[src/rtl/piece_controller.sv]
// Active piece for the gameboard: moves a 4-square horizontal bar, probing occupancy one cell per cycle.
// Optional PIECE_HARD_DROP_EN adds a hard_drop request that falls until blocked.
module piece_controller #(
  parameter int unsigned CELL       = 20,
  parameter int unsigned BOARD_COLS = 20,
  parameter int unsigned BOARD_ROWS = 20,
  parameter int unsigned SPAWN_COL  = 10
) (
  input  logic       Clk,
  input  logic       Reset,
  input  logic       start,
  input  logic       tick_down,
  input  logic       move_left,
  input  logic       move_right,
`ifdef PIECE_HARD_DROP_EN
  input  logic       hard_drop,
`endif
  input  logic       query_occupied,
  output logic [4:0] query_col,
  output logic [4:0] query_row,
  output logic [9:0] square1x,
  output logic [9:0] square2x,
  output logic [9:0] square3x,
  output logic [9:0] square4x,
  output logic [9:0] square1y,
  output logic [9:0] square2y,
  output logic [9:0] square3y,
  output logic [9:0] square4y,
  output logic       at_bottom,
  output logic       game_over,
  output logic       busy
);

  localparam int unsigned COL_W = 6;
  localparam int unsigned CC_W  = COL_W + 1;
  localparam int unsigned ROW_W = 5;
  localparam int unsigned Q_W   = 5;
  localparam int unsigned PIX_W = 10;
  localparam int unsigned IDX_W = 2;

  typedef enum logic [2:0] {S_IDLE, S_SPAWN, S_WAIT, S_CHECK, S_LAND, S_OVER} state_t;
  typedef enum logic [1:0] {D_DOWN, D_LEFT, D_RIGHT} dir_t;

  state_t             state, nxt_state;
  dir_t               dir, nxt_dir;
  logic [COL_W-1:0]   col, nxt_col, tcol, nxt_tcol;
  logic [ROW_W-1:0]   row, nxt_row, trow, nxt_trow;
  logic [IDX_W-1:0]   idx, nxt_idx;
  logic               blk, nxt_blk;
  logic               hard, nxt_hard;
  logic [Q_W-1:0]     nxt_qcol, nxt_qrow;
  logic               nxt_at_bottom, nxt_game_over, nxt_busy;
  logic [PIX_W-1:0]   sq_x [4];
  logic [PIX_W-1:0]   nxt_sq_x [4];
  logic [PIX_W-1:0]   sq_y, nxt_sq_y;
  logic [CC_W-1:0]    cell_col;
  logic               cell_blk, blk_acc, hd_req;

`ifdef PIECE_HARD_DROP_EN
  assign hd_req = hard_drop;
`else
  assign hd_req = 1'b0;
`endif

  // Left-wall underflow wraps tcol high, so it lands in the >= BOARD_COLS range test.
  assign cell_col = {1'b0, tcol} + CC_W'(idx);
  assign cell_blk = query_occupied || (cell_col >= CC_W'(BOARD_COLS)) || (trow >= ROW_W'(BOARD_ROWS));
  assign blk_acc  = blk | cell_blk;

  assign square1x = sq_x[0];
  assign square2x = sq_x[1];
  assign square3x = sq_x[2];
  assign square4x = sq_x[3];
  assign square1y = sq_y;
  assign square2y = sq_y;
  assign square3y = sq_y;
  assign square4y = sq_y;

  always_ff @(posedge Clk) begin
    if (Reset) begin
      state     <= S_IDLE;
      dir       <= D_DOWN;
      col       <= COL_W'(SPAWN_COL);
      row       <= '0;
      tcol      <= COL_W'(SPAWN_COL);
      trow      <= '0;
      idx       <= '0;
      blk       <= 1'b0;
      hard      <= 1'b0;
      query_col <= '0;
      query_row <= '0;
      at_bottom <= 1'b0;
      game_over <= 1'b0;
      busy      <= 1'b0;
      for (int k = 0; k < 4; k++) sq_x[k] <= PIX_W'((SPAWN_COL + 32'(k)) * CELL);
      sq_y      <= '0;
    end else begin
      state     <= nxt_state;
      dir       <= nxt_dir;
      col       <= nxt_col;
      row       <= nxt_row;
      tcol      <= nxt_tcol;
      trow      <= nxt_trow;
      idx       <= nxt_idx;
      blk       <= nxt_blk;
      hard      <= nxt_hard;
      query_col <= nxt_qcol;
      query_row <= nxt_qrow;
      at_bottom <= nxt_at_bottom;
      game_over <= nxt_game_over;
      busy      <= nxt_busy;
      for (int k = 0; k < 4; k++) sq_x[k] <= nxt_sq_x[k];
      sq_y      <= nxt_sq_y;
    end
  end

  always_comb begin
    nxt_state     = state;
    nxt_dir       = dir;
    nxt_col       = col;
    nxt_row       = row;
    nxt_tcol      = tcol;
    nxt_trow      = trow;
    nxt_idx       = idx;
    nxt_blk       = blk;
    nxt_hard      = hard;
    nxt_game_over = game_over;

    case (state)
      S_IDLE: begin
        if (start) begin
          nxt_state = S_SPAWN;
          nxt_tcol  = COL_W'(SPAWN_COL);
          nxt_trow  = '0;
          nxt_idx   = '0;
          nxt_blk   = 1'b0;
          nxt_hard  = 1'b0;
        end
      end
      S_WAIT: begin
        nxt_idx = '0;
        nxt_blk = 1'b0;
        if (hd_req || tick_down) begin
          nxt_state = S_CHECK;
          nxt_dir   = D_DOWN;
          nxt_hard  = hd_req;
          nxt_tcol  = col;
          nxt_trow  = row + ROW_W'(1);
        end else if (move_left) begin
          nxt_state = S_CHECK;
          nxt_dir   = D_LEFT;
          nxt_tcol  = col - COL_W'(1);
          nxt_trow  = row;
        end else if (move_right) begin
          nxt_state = S_CHECK;
          nxt_dir   = D_RIGHT;
          nxt_tcol  = col + COL_W'(1);
          nxt_trow  = row;
        end
      end
      S_SPAWN, S_CHECK: begin
        if (idx != IDX_W'(3)) begin
          nxt_idx = idx + IDX_W'(1);
          nxt_blk = blk_acc;
        end else begin
          nxt_idx = '0;
          nxt_blk = 1'b0;
          if (!blk_acc) begin
            nxt_col = tcol;
            nxt_row = trow;
            // Hard drop keeps probing one row lower without revisiting WAIT.
            if (state == S_CHECK && hard) begin
              nxt_trow = trow + ROW_W'(1);
            end else begin
              nxt_state = S_WAIT;
              nxt_hard  = 1'b0;
            end
          end else if (state == S_SPAWN) begin
            nxt_game_over = 1'b1;
            nxt_state     = S_OVER;
          end else if (dir == D_DOWN) begin
            nxt_state = S_LAND;
            nxt_hard  = 1'b0;
          end else begin
            nxt_state = S_WAIT;
          end
        end
      end
      S_LAND: begin
        nxt_state = S_SPAWN;
        nxt_col   = COL_W'(SPAWN_COL);
        nxt_row   = '0;
        nxt_tcol  = COL_W'(SPAWN_COL);
        nxt_trow  = '0;
        nxt_idx   = '0;
        nxt_blk   = 1'b0;
      end
      S_OVER: begin
        nxt_state = S_OVER;
      end
      default: begin
        nxt_state = S_IDLE;
      end
    endcase

    // Registered outputs derived from the next-state values.
    nxt_qcol = '0;
    nxt_qrow = '0;
    if (nxt_state == S_SPAWN || nxt_state == S_CHECK) begin
      nxt_qcol = Q_W'(nxt_tcol + COL_W'(nxt_idx));
      nxt_qrow = Q_W'(nxt_trow);
    end
    nxt_at_bottom = (nxt_state == S_LAND);
    nxt_busy      = !(nxt_state == S_WAIT || nxt_state == S_IDLE);
    for (int k = 0; k < 4; k++) nxt_sq_x[k] = PIX_W'((32'(nxt_col) + 32'(k)) * CELL);
    nxt_sq_y = PIX_W'(32'(nxt_row) * CELL);
  end

endmodule

[config.mk]
export PLATFORM = sky130hd
export DESIGN_NAME = piece_controller
export DESIGN_NICKNAME = d
export VERILOG_FILES = /design/src/rtl/piece_controller.sv
export SDC_FILE = /design/constraint.sdc
export NUM_CORES = 1
export LEC_CHECK = 0
export ABC_CLOCK_PERIOD_IN_PS = 9200
export CAP_MARGIN = 20
export CORE_ASPECT_RATIO = 1.25
export CORE_UTILIZATION = 45
export DETAILED_ROUTE_END_ITERATION = 6
export GPL_TIMING_DRIVEN = 0
export PLACE_DENSITY = 0.72
export SYNTH_ARGS = -nofsm -noshare
export SYNTH_HDL_FRONTEND = slang
export SYNTH_SLANG_ARGS = --single-unit
[constraint.sdc]
create_clock -name Clk -period 9.2 [get_ports Clk]
set_input_delay 1.84 -clock Clk [delete_from_list [all_inputs] [get_ports Clk]]
set_output_delay 1.84 -clock Clk [all_outputs]
set_load 0.02 [all_outputs]
==> Yosys cells after proc, flatten, opt, wreduce, memory -nomap -nowiden <==
Memories as Yosys holds them, arrays and structs flattened.
Cells that the tools add are included.
{ "classes": {"eq_ne": 16, "n_mux": 52, "n_bitwise": 7, "n_reduce_logical": 19, "addsub": 10, "multipliers": 5, "magnitude_cmp": 2} }
{ "op_table": {"columns": ["operator", "count"], "rows": [
  ["2-to-1 mux 5 bit", 9],
  ["2-to-1 mux 6 bit", 6],
  ["2-to-1 mux 8 bit", 4],
  ["2-to-1 mux 3 bit", 9],
  ["multiplier 7 x 3 -> 8 bit (second input constant)", 3],
  ["case mux 5 bit (4 select lines)", 1],
  ["case mux 6 bit (3 select lines)", 1],
  ["case mux 3 bit (5 select lines)", 1],
  ["adder 6 x 2 -> 7 bit (second input constant)", 2],
  ["equality test 3 x 2 -> 1 bit (second input constant)", 4],
  ["case mux 6 bit (2 select lines)", 1],
  ["2-to-1 mux 1 bit", 11],
  ["adder 5 x 1 -> 5 bit (second input constant)", 2],
  ["2-to-1 mux 2 bit", 5],
  ["case mux 5 bit (2 select lines)", 1],
  ["equality test 3 bit (second input constant)", 3],
  ["!= test 3 bit (second input constant)", 3],
  ["nonzero test 3 bit", 3],
  ["multiplier 5 x 3 -> 8 bit (second input constant)", 1],
  ["multiplier 6 x 3 -> 8 bit (second input constant)", 1],
  ["!= test 2 bit (second input constant)", 4],
  ["adder 6 x 1 -> 7 bit (second input constant)", 1],
  ["adder 6 x 2 -> 7 bit", 1],
  ["greater-or-equal comparator 7 x 5 -> 1 bit (second input constant)", 1],
  ["19 further kinds", 33]
]} }
{ "word_totals": {"register_bits": 54, "elab_cells": 128, "ram_bits": 32, "in_bits": 7, "n_memories": 1, "out_inout_bits": 93} }
{ "mem_list": {"columns": ["name", "depth", "width", "read_ports", "rd_clocked_by_memory_dff", "write_ports", "line_no", "source"], "rows": [
  ["sq_x", 4, 8, 4, 0, 4, "53", "logic [PIX_W-1:0] sq_x [4];"]
]} }

==> Longest topological paths before layout <==
Gate-level depths: netlist of the first run.
{ "depth": {"ltp_word": 12, "mapped_depth": 23} }

==> Worst setup path before layout of the first run <==
No wires, ideal clock.
{ "synth_path": {"kind": "input-to-reg", "from": "input query_occupied", "to": "memory sq_x[3][7] in the netlist's numbering", "path_slack_ps": 3671, "required_time_ps": 9073, "path_stages": 19, "setup_time_ps": 127, "arrival_time_ps": 5402, "path_cell_list": "nor3_1 > nand3_1 > nor4_4 > buf_4 > a21oi_1 > a21oi_2 > inv_1 > ha_1 > nor2_1 > xnor2_1 > ha_1 > ha_1 > fa_1 > a21o_1 > a21oi_1 > xor2_1 > xnor2_1 > xnor2_1 > nor2_1"} }
{ "synth_lines": {"columns": ["item", "line_no", "source"], "rows": [
  ["start: declaration", "18", "input logic query_occupied,"],
  ["end: declaration", "53", null]
]} }

==> results.md, run 1 <==
- Slew of the pin with the lowest slew margin: 0.7677 ns
- Antenna violations before repair: 0
- Clk pin slew, worst setup/hold paths: roughly 0.06 ns
- Synthesized area: a little under 0.005 mm²
- Final hold slack: between 0.4 and 0.5 ns
- Pins Over Slew Limit: 0
- Via density: just over 5
- Port bufs: 82
- Setup TNS: 0 ns
- CTS tree: built
- Async set-or-reset flop fraction in the synthesized netlist: 0%
- Starting Density: 47.17%
- Core area: approximately 0.01 mm²
- Num ports: 100
- CP Max Fanout: 7
- Max VDD drop: ~0.084 mV
- Top delay family on crit path: simple AND/OR/NAND/NOR gates
- M1 WL: slightly below 5000 µm
- Final worst setup slack: 2.896 ns
- Worst path max stage delay: ~0.73 ns
- Hold Fails Final Rpt: 0
- Mapped Cells: 560
- Period utilization: about 70%
- Crit. Startpoint: query_occupied
- Clock Sinks: 77
- Status: finished, final reports clean
- PwrDens: between 100 and 150 mW/mm²
- Die ar.: ~0.011 mm²
- Post-route cell area: just over 0.006 mm²
- Fillers: around 930
- Post-DP Area: 0.005878 mm²
- First-pass GRT wire length: 19,090 µm
- Avg WL per Cell: 14.95 µm
- Unique masters post-synth: 58
- Cells along the critical path: clkdlybuf4s50_1, nor3_1, nand3_1, nor4_4, mux2i_1, inv_1, ha_1, nor2b_1, nand2_1, a21boi_0, ha_1, fa_1, a21o_1, a21oi_1, xor2_1, xnor2_1, xnor2_1, nor2_1
- Hold crit path type: reg -> reg
- Finish-stage setup viols: 0
- Main synth FF type: dfxtp_1
- Area Growth Syn to Fin: 27.15%
- Met3 routed WL: slightly above 600 µm
- CTS Buffer Depth: 2
- Sequential cell area: approximately 0.0015 mm²
- Dpl cells: between 700 and 800
- Worst skew pair latency: approximately 0.34 ns
- Worst path arrival time: roughly 6.5 ns
- Post-route ant nets: 0
- Avg Synthesized Cell Area: 8.642 µm²
- Crit start category: primary input
- Crit path kind: in -> reg
- FP Rows: between 40 and 50
- Dpl ws: roughly 2.6 ns
- Number of remaining DRC errors: 0
- Die Span Y: 117.9 µm
- Setup crit end kind: flip-flop
- Seq cells post-synth: 77
- Largest net degree at the start of global routing: 12
- Vias in the first global route: about 4,000
- N_diodes: 0
- Sequential cell area fraction in the yosys report: around a third
- Max-Cap Viols: 0
- RSZ-0062 raised after global routing: no
- Max transition margin: a little under half
- Lkg Pwr: roughly 2.7 nW
- Non-filler instance count after layout: 801
- Root Driver: clkbuf_16
- Postcts setup bufs: 0
- Max stage delay cell, worst path: mux2i_1
- Iter 0 DRT Violations: about 240
- EDFF count, synth: 0
- Hpwl dp: 9313 µm
- Cts repair resizes: 0
- Total number of vias: 4,131
- Met2 wire length: about 6200 µm
- Die width: ~95 µm
- GRT Overall Usage: 21.99%
- Fmax: ~160 MHz
- Final min period: 6.304 ns
- GPL Wtd Cong: approximately 0.89
- CP required: ~9.4 ns
- # H-tree levels: 3
- Critical R2R Launch: tcol[0]$_SDFF_PP0_
- Yosys warns: 0
- Multi-input logic area: roughly 0.0028 mm²
- Fraction of layout cells with a size suffix above 1: around an eighth
- # nets final: between 700 and 800
- Commonest cells after routing, fill and taps aside: 82 x clkdlybuf4s50_1, 77 x dfxtp_1, 66 x nor2_1
- Grt ovf: 0
- Clock Skew: around 0.0078 ns
- First-pass DRT Iterations: 5
- Total power draw: 734.4 µW
- Hold Startpoint: game_over$_SDFFE_PP0P_
- Hold Buf Count CTS: 0
- Detailed Route WL: 11,980 µm
- Buf+Inv Stages, Crit Path: 2
- Top routing layer in use: met4
- Post-layout util: between 50% and 60%
- CTS Buf Count: 9
- Commonest non-fill, non-tap cell in the layout: clkdlybuf4s50_1
## Yosys cell counts (4+ instances only)
cell	count	area, µm²
dfxtp_1	77	1541
nor2_1	66	247.7
ha_1	51	638.1
buf_4	47	352.8
a21oi_1	31	155.2
nand2_1	30	112.6
inv_1	28	105.1
xnor2_1	22	192.7
nor2b_1	21	131.4
o21ai_0	21	105.1
clkbuf_1	19	71.32
nor3_1	12	60.06
or2_2	12	75.07
xor2_1	10	87.58
a21o_1	9	67.56
nand2b_1	9	56.30
nand3_1	9	45.04
fa_1	7	140.1
a31oi_1	6	37.54
or3_1	6	37.54
mux2i_1	5	50.05
a22oi_1	4	30.03
buf_2	4	20.02
## per-layer routing
layer  up-vias  GRT usage [%]
li1       2047              -
met1      1912          25.57
met2       147          39.66
met3        25          3.488
met4         0          7.670
met5         -              0
## flip-flops by register name (all words and copies together) (netlist names), 5 cells and up
name / cells
tcol: 6
square1y: 6
query_col: 5
query_row: 5
sq_x: 28
col: 6
trow: 5
row: 5
## path summary, 6_finish.rpt
path / to / slack, ns / cells after the start
worst min-delay path: game_over$_SDFFE_PP0P_ / 0.50 / 2
worst max register to register: sq_x[1][7]$_SDFF_PP0_ / 3.68 / 20
worst min register to register: game_over$_SDFFE_PP0P_ / 0.50 / 2
worst max-delay path: sq_x[1][7]$_SDFF_PP0_ / 2.90 / 18
## worst min-delay path, cell delays in order (launching register included)
cell and delay (ns):
dfxtp_1 0.33, a21oi_1 0.04, nor2_1 0.08
## final cells by class
type                    count  share of cell area [%]
clock inverters             2                  0.5693
inverters                  28                   1.708
plain buffers              72                   7.462
well taps                 129                   2.623
multi-input cells         398                   45.34
clock buffers              13                   3.904
flip-flops and latches     77                   25.05
repair buffers             82                   13.34
## power breakdown
group	total, mW	switching [mW]	internal [mW]
clock	0.338	0.130	0.208
sequential	0.339	0.00155	0.337
combinational	0.0575	0.0363	0.0212
## cell families (layout without fill, tap and decap cells)
kind of cell	after synthesis	after routing	share of synthesized area, %
and+or+nand+nor	180	180	18.43
AOI/OAI and AO/OA	103	103	13.81
buffers and inverters	100	197	11.66
DFF	77	77	31.85
adders and majority gates	58	58	16.08
xor gates and xnor gates	34	34	6.592
muxes	7	7	1.499
other	1	16	0.07749
Power figures use the tool's default switching activity.
==> run 2, diff against run 1 <==
--- a/config.mk
+++ b/config.mk
@@ -5,7 +5,7 @@
 export SDC_FILE = /design/constraint.sdc
 export NUM_CORES = 1
 export LEC_CHECK = 0
-export ABC_CLOCK_PERIOD_IN_PS = 9200
+export ABC_CLOCK_PERIOD_IN_PS = 5900
 export CAP_MARGIN = 20
 export CORE_ASPECT_RATIO = 1.25
 export CORE_UTILIZATION = 45
==> constraint.sdc (replaced) <==
create_clock -name Clk -period 5.9 [get_ports Clk]
set_input_delay 1.18 -clock Clk [delete_from_list [all_inputs] [get_ports Clk]]
set_output_delay 1.18 -clock Clk [all_outputs]
set_load 0.02 [all_outputs]
==> results of run 2 <==
The final DEF is identical to that of run 1. Status: finished, final reports clean.
Among the figures that moved: setup slack after placement 2.612 ns -> -0.02788 ns; setup slack after layout 2.896 ns -> 0.2560 ns; register-to-register setup slack 3.68 ns -> 0.38 ns; total power 0.7344 mW -> 1.145 mW; worst IR drop on VDD 0.08385 mV -> 0.1307 mV
